## src/rtl/fetch_controller.sv

```systemverilog
// Fetch stage controller: boot-loads the byte-wide instruction memory, then fetches into IF/ID.
// Optional macro FETCH_FLUSH_EN squashes the word fetched alongside a taken branch.
//
// state  | meaning
// S_LOAD | accepting boot bytes, writing them through the memory write port
// S_RUN  | fetching at pc, handling stall, branch redirect and range faults
// S_HALT | fetch fault taken; everything frozen until reset
module fetch_controller #(
  parameter int unsigned MEM_BYTES = 116,
  parameter logic [31:0] RESET_PC  = 32'd0
) (
  input  logic        clk_i,
  input  logic        rst_n_i,
  input  logic        load_valid_i,
  input  logic [7:0]  load_byte_i,
  input  logic        load_last_i,
  output logic        load_ready_o,
  output logic        mem_we_o,
  output logic [31:0] mem_waddr_o,
  output logic [7:0]  mem_wdata_o,
  output logic [31:0] pc_o,
  input  logic [31:0] instr_in_i,
  input  logic        stall_i,
  input  logic        branch_taken_i,
  input  logic [31:0] branch_target_i,
  output logic [31:0] if_id_instr_o,
  output logic [31:0] if_id_pc4_o,
  output logic        if_id_valid_o,
  output logic        fetch_fault_o
);

  typedef enum logic [1:0] {
    S_LOAD = 2'd0,
    S_RUN  = 2'd1,
    S_HALT = 2'd2
  } state_t;

  localparam logic [31:0] LAST_FETCH = 32'(MEM_BYTES - 4);
  localparam logic [31:0] LAST_BYTE  = 32'(MEM_BYTES - 1);

  state_t      state_q, state_d;
  logic [31:0] pc_q, pc_d;
  logic [31:0] count_q, count_d;
  logic [31:0] instr_q, instr_d;
  logic [31:0] pc4_q, pc4_d;
  logic        valid_q, valid_d;
  logic        fault_q, fault_d;

  logic [31:0] pc_plus4;
  logic        fetch_legal;

  // A wrapped pc+4 lands near zero only from the top of the space, where the range check rejects it.
  assign pc_plus4    = pc_q + 32'd4;
  assign fetch_legal = (pc_q[1:0] == 2'b00) && (pc_q <= LAST_FETCH);

  always_ff @(posedge clk_i or negedge rst_n_i) begin
    if (!rst_n_i) begin
      state_q <= S_LOAD;
      pc_q    <= RESET_PC;
      count_q <= '0;
      instr_q <= '0;
      pc4_q   <= '0;
      valid_q <= 1'b0;
      fault_q <= 1'b0;
    end else begin
      state_q <= state_d;
      pc_q    <= pc_d;
      count_q <= count_d;
      instr_q <= instr_d;
      pc4_q   <= pc4_d;
      valid_q <= valid_d;
      fault_q <= fault_d;
    end
  end

  always_comb begin
    state_d      = state_q;
    pc_d         = pc_q;
    count_d      = count_q;
    instr_d      = instr_q;
    pc4_d        = pc4_q;
    valid_d      = valid_q;
    fault_d      = fault_q;
    load_ready_o = 1'b0;
    mem_we_o     = 1'b0;
    mem_waddr_o  = count_q;
    mem_wdata_o  = load_byte_i;

    case (state_q)
      S_LOAD: begin
        load_ready_o = 1'b1;
        if (load_valid_i) begin
          mem_we_o = 1'b1;
          count_d  = count_q + 32'd1;
          if (load_last_i || (count_q == LAST_BYTE)) begin
            state_d = S_RUN;
          end
        end
      end

      S_RUN: begin
        if (!stall_i && !fetch_legal) begin
          state_d = S_HALT;
          fault_d = 1'b1;
          valid_d = 1'b0;
        end else begin
          if (!stall_i) begin
            instr_d = instr_in_i;
            pc4_d   = pc_plus4;
            valid_d = 1'b1;
`ifdef FETCH_FLUSH_EN
            if (branch_taken_i) begin
              instr_d = '0;
              valid_d = 1'b0;
            end
`endif
          end
          // Redirect wins even under stall so the target is not lost.
          if (branch_taken_i) begin
            pc_d = branch_target_i;
          end else if (!stall_i) begin
            pc_d = pc_plus4;
          end
        end
      end

      S_HALT: begin
        valid_d = 1'b0;
        fault_d = 1'b1;
      end

      default: begin
        state_d = S_LOAD;
      end
    endcase
  end

  assign pc_o          = pc_q;
  assign if_id_instr_o = instr_q;
  assign if_id_pc4_o   = pc4_q;
  assign if_id_valid_o = valid_q;
  assign fetch_fault_o = fault_q;

endmodule
```

## config.mk

```make
export PLATFORM = sky130hd
export DESIGN_NAME = fetch_controller
export DESIGN_NICKNAME = d
export VERILOG_FILES = /design/src/rtl/fetch_controller.sv
export SDC_FILE = /design/constraint.sdc
export NUM_CORES = 1
export LEC_CHECK = 0
export ABC_AREA = 1
export CAP_MARGIN = 20
export CORE_MARGIN = 5
export CORE_UTILIZATION = 48
export CTS_CLUSTER_DIAMETER = 100
export CTS_CLUSTER_SIZE = 16
export DETAILED_ROUTE_END_ITERATION = 10
export PLACE_DENSITY_LB_ADDON = 0.25
export RECOVER_POWER = 50
export SYNTH_ARGS = -nofsm -noshare
export SYNTH_HDL_FRONTEND = slang
export SYNTH_SLANG_ARGS = --single-unit
```

## constraint.sdc

```tcl
create_clock -name clk_i -period 1.94 [get_ports clk_i]
set_input_delay 0.388 -clock clk_i [delete_from_list [all_inputs] [get_ports clk_i]]
set_output_delay 0.388 -clock clk_i [all_outputs]
set_load 0.005 [all_outputs]
```

==> metrics.md, run 1 <==
| Metric | Value |
|---|---|
| Fin nets | `1325` |
| Dpl cell area | `0.00958 mm²` |
| Final period util | `96.9%` |
| Worst-path clk slew | `60 ps` |
| Yosys reg bits | `132` |
| Worst-skew pair later-pin latency | `420 ps` |
| Syn Nets | `1084` |
| Register area share after synthesis | `46.4%` |
| Die Y | `132 µm` |
| Total Routing Usage GR | `23.5%` |
| Vias per cell | `4.90` |
| Slew at the pin closest to its max-slew limit | `871 ps` |
| Endpoint type of the worst setup path | `output pin` |
| I/O Buffers | `201` |
| WP buf/inv | `1` |
| Routed Antenna Nets | `0` |
| WL/cell | `14.2 µm` |
| Pre-CTS setup slack | `-214 ps` |
| Setup ws final | `59.2 ps` |
| Via Count | `7068` |
| Critical R2R Launch | `state_q[1]` |
| Synth warn | `0` |
| Largest net degree at the start of global routing | `47` |
| Slowest-stage cell, CP | `clkdlybuf4s50_1` |
| Post-synthesis cell count | `1003` |
| Worst vdd ir | `0.643 mV` |
| Global-route wire length before repair | `33.6 mm` |
| Iter 0 DRT Violations | `564` |
| Crit Path Class | `reg2out` |
| Post-DP HPWL | `15.6 mm` |
| Hold Crit Class | `in2async` |
| Placer Congestion | `0.940` |
| Mean area per synthesized cell | `7.10 µm²` |
| Root buf cell | `clkbuf_16` |
| Worst EP arrival | `1490 ps` |
| Final number of setup-violating endpoints | `0` |
| Share of cells above drive strength 1 | `9.95%` |
| Crit path launch type | `flop` |
| Maxcap violations | `0` |
| Antenna violations before repair | `1` |
| Final worst clock skew | `8.44 ps` |
| CP peak stage delay | `580 ps` |
| Area Growth Syn to Fin | `43.9%` |
| R2R Path End | `mem_waddr_o[19]` |
| Count of cell types in the netlist | `33` |
| Clock buffer depth | `2` |
| Tot Pwr | `6730 µW` |
| Family with the most delay on the worst path | `buffers and inverters` |
| Worst path depth | `1` |
| Fin. Hold Viols | `0` |
| Pleak | `0.00493 µW` |
| IO Pins | `218` |
| Total Wirelength | `20.5 mm` |
| Fin. max-slew vios | `0` |
| Grt ovf | `0` |
| CP Max Fanout | `8` |
| Post-route cell area | `0.0102 mm²` |
| Cell Pwr Density | `657 mW/mm²` |
| Worst Setup SP | `pc_o[4]` |
| CP cell instances | `clkdlybuf4s50_1` |
| Reg2reg path depth | `12` |
| Post-Syn Area | `0.00712 mm²` |
| CTS tree | `done` |
| Commonest non-fill, non-tap cell in the layout | `nand2_1` |
| Crit path to | `pc_o[4]` |
| CTS sink count | `132` |
| Die area | `0.0174 mm²` |
| Rows | `44` |
| Required time of the critical path | `1550 ps` |
| Tmin final | `1880 ps` |
| DRC Markers | `0` |
| Flop2flop setup slack | `130 ps` |
| Slew margin rel. | `41.9%` |
| Die W | `132 µm` |
| Maximum clock rate | `532 MHz` |
| CTS buffer count | `17` |
| TritonRoute pass-1 iters | `5` |
| Setup TNS | `0 ps` |
| Vias in the first global route | `6737` |
| Starting Density | `49.0%` |
| RSZ-0062 raised after global routing | `true` |
| Most frequent cells in the layout | `445 x nand2_1, 154 x clkdlybuf4s50_1, 131 x dfrtp_1` |
| CTS H-Tree Depth | `4` |
| Core ar. | `0.0145 mm²` |
| Status | `finished, final reports clean` |
==> cell families (layout without fill, tap and decap cells) <==
kind of cell	after synthesis	in the layout	synth area share, %
xor+xnor	26	26	3.20
other cells	0	1	0
simple gates	663	663	38.2
buf+inv	139	392	8.42
fa+ha+maj	3	3	0.527
mux	4	4	0.562
compound gates	36	36	2.74
flops	132	132	46.4
==> final cells by class <==
| class | count | area, µm² |
|---|---|---|
| fill | 1212 | 4290 |
| sequential | 132 | 3300 |
| multi-input combinational | 732 | 3250 |
| timing repair buffer | 255 | 2450 |
| clock buffer | 17 | 425 |
| inverter | 106 | 398 |
| tap | 184 | 230 |
| clock inverter | 14 | 178 |
| antenna | 1 | 2.50 |
==> layer usage <==
layer  track usage [%]  part of all wire [%]
met1              29.5                    42
met2              40.1                    50
met3              4.66                   5.4
met4              8.63                   2.5
met5                 0                     0
==> synth_stat cells <==
cell      count  area [µm²]
mux2i_1       4        40.0
nor2_2        9        56.3
nor3_4        1        16.3
buf_4        12        90.1
a21oi_4       1        16.3
dfrtp_1     132        3300
clkinv_1      2        7.51
nand3_1      43         215
nand3b_1      4        30.0
buf_6         2        22.5
xor2_1       23         201
nor2_1      115         432
o21bai_1      1        7.51
nand2_1     448        1680
o21ai_0      17        85.1
xnor2_1       3        26.3
and2_1        1        6.26
ha_1          3        37.5
clkbuf_1      5        18.8
buf_2        14        70.1
nor2_4        4        45.0
nand3_2       2        20.0
nor3_1       13        65.1
inv_1        90         338
nor4_1        2        12.5
o21ai_1      16        80.1
inv_2        14        52.6
nor3b_1       1        7.51
a31oi_1       1        6.26
nand2_2       2        12.5
or2_2         2        12.5
nand4_1      15        93.8
nor3_2        1        10.0
==> sequential cells by signal, indices dropped and copies added, names as in the netlist <==
signal / flops
if_id_instr_o: 32
if_id_pc4_o: 32
mem_waddr_o: 32
pc_o: 32
state_q: 2
fetch_fault_o: 1
if_id_valid_o: 1
==> through the flow <==
stage | cells | utilization (%) | hold slack (ps)
floorplan | 1003 | - | 92.4
global placement | 1403 | 65.9 | 263
detailed placement | 1403 | 65.9 | 263
CTS | 1440 | 70.5 | 392
global route | 1441 | 70.5 | 402
finish | 1441 | 70.5 | 383
==> how the worst min path moves through the flow <==
stage | cells past startpoint | end | start | slack [ps]
6_report | 2 | mem_waddr_o[6] | rst_n_i | 380
5_1_grt | 2 | mem_waddr_o[5] | rst_n_i | 400
4_1_cts | 2 | mem_waddr_o[5] | rst_n_i | 390
3_5_place_dp | 1 | mem_waddr_o[5] | rst_n_i | 260
3_3_place_gp | 1 | mem_waddr_o[6] | rst_n_i | 260
2_1_floorplan | 0 | fetch_fault_o | rst_n_i | 90
==> timing repair <==
action	CTS	global route
endpoints found under the setup margin	3	21
hold buffers	1	0
hold endpoints to repair	23	0
cloned	0	0
buffers inserted	6	0
pin swaps	3	2
gates resized for setup	5	10
==> power breakdown <==
part | internal (µW) | leakage [µW] | switching, µW
Sequential | 2830 | 0.00166 | 46.6
Clock | 2030 | 0.000288 | 1260
Combinational | 318 | 0.00298 | 246
Note: power is estimated with default switching activity, not from simulation.
==> inputs of run 2 (changes only) <==
--- a/config.mk
+++ b/config.mk
@@ -6,7 +6,7 @@
 export NUM_CORES = 1
 export LEC_CHECK = 0
 export ABC_AREA = 1
-export CAP_MARGIN = 20
+export CAP_MARGIN = 5
 export CORE_MARGIN = 5
 export CORE_UTILIZATION = 48
 export CTS_CLUSTER_DIAMETER = 100
==> results of run 2 <==
No change in the layout: final DEF, timing and power equal those of run 1.
==> inputs of run 3 (changes only) <==
--- a/config.mk
+++ b/config.mk
@@ -12,6 +12,7 @@
 export CTS_CLUSTER_DIAMETER = 100
 export CTS_CLUSTER_SIZE = 16
 export DETAILED_ROUTE_END_ITERATION = 10
+export HOLD_SLACK_MARGIN = 0.08
 export PLACE_DENSITY_LB_ADDON = 0.25
 export RECOVER_POWER = 50
 export SYNTH_ARGS = -nofsm -noshare
==> results of run 3 <==
No change in the layout: final DEF, timing and power equal those of run 1.
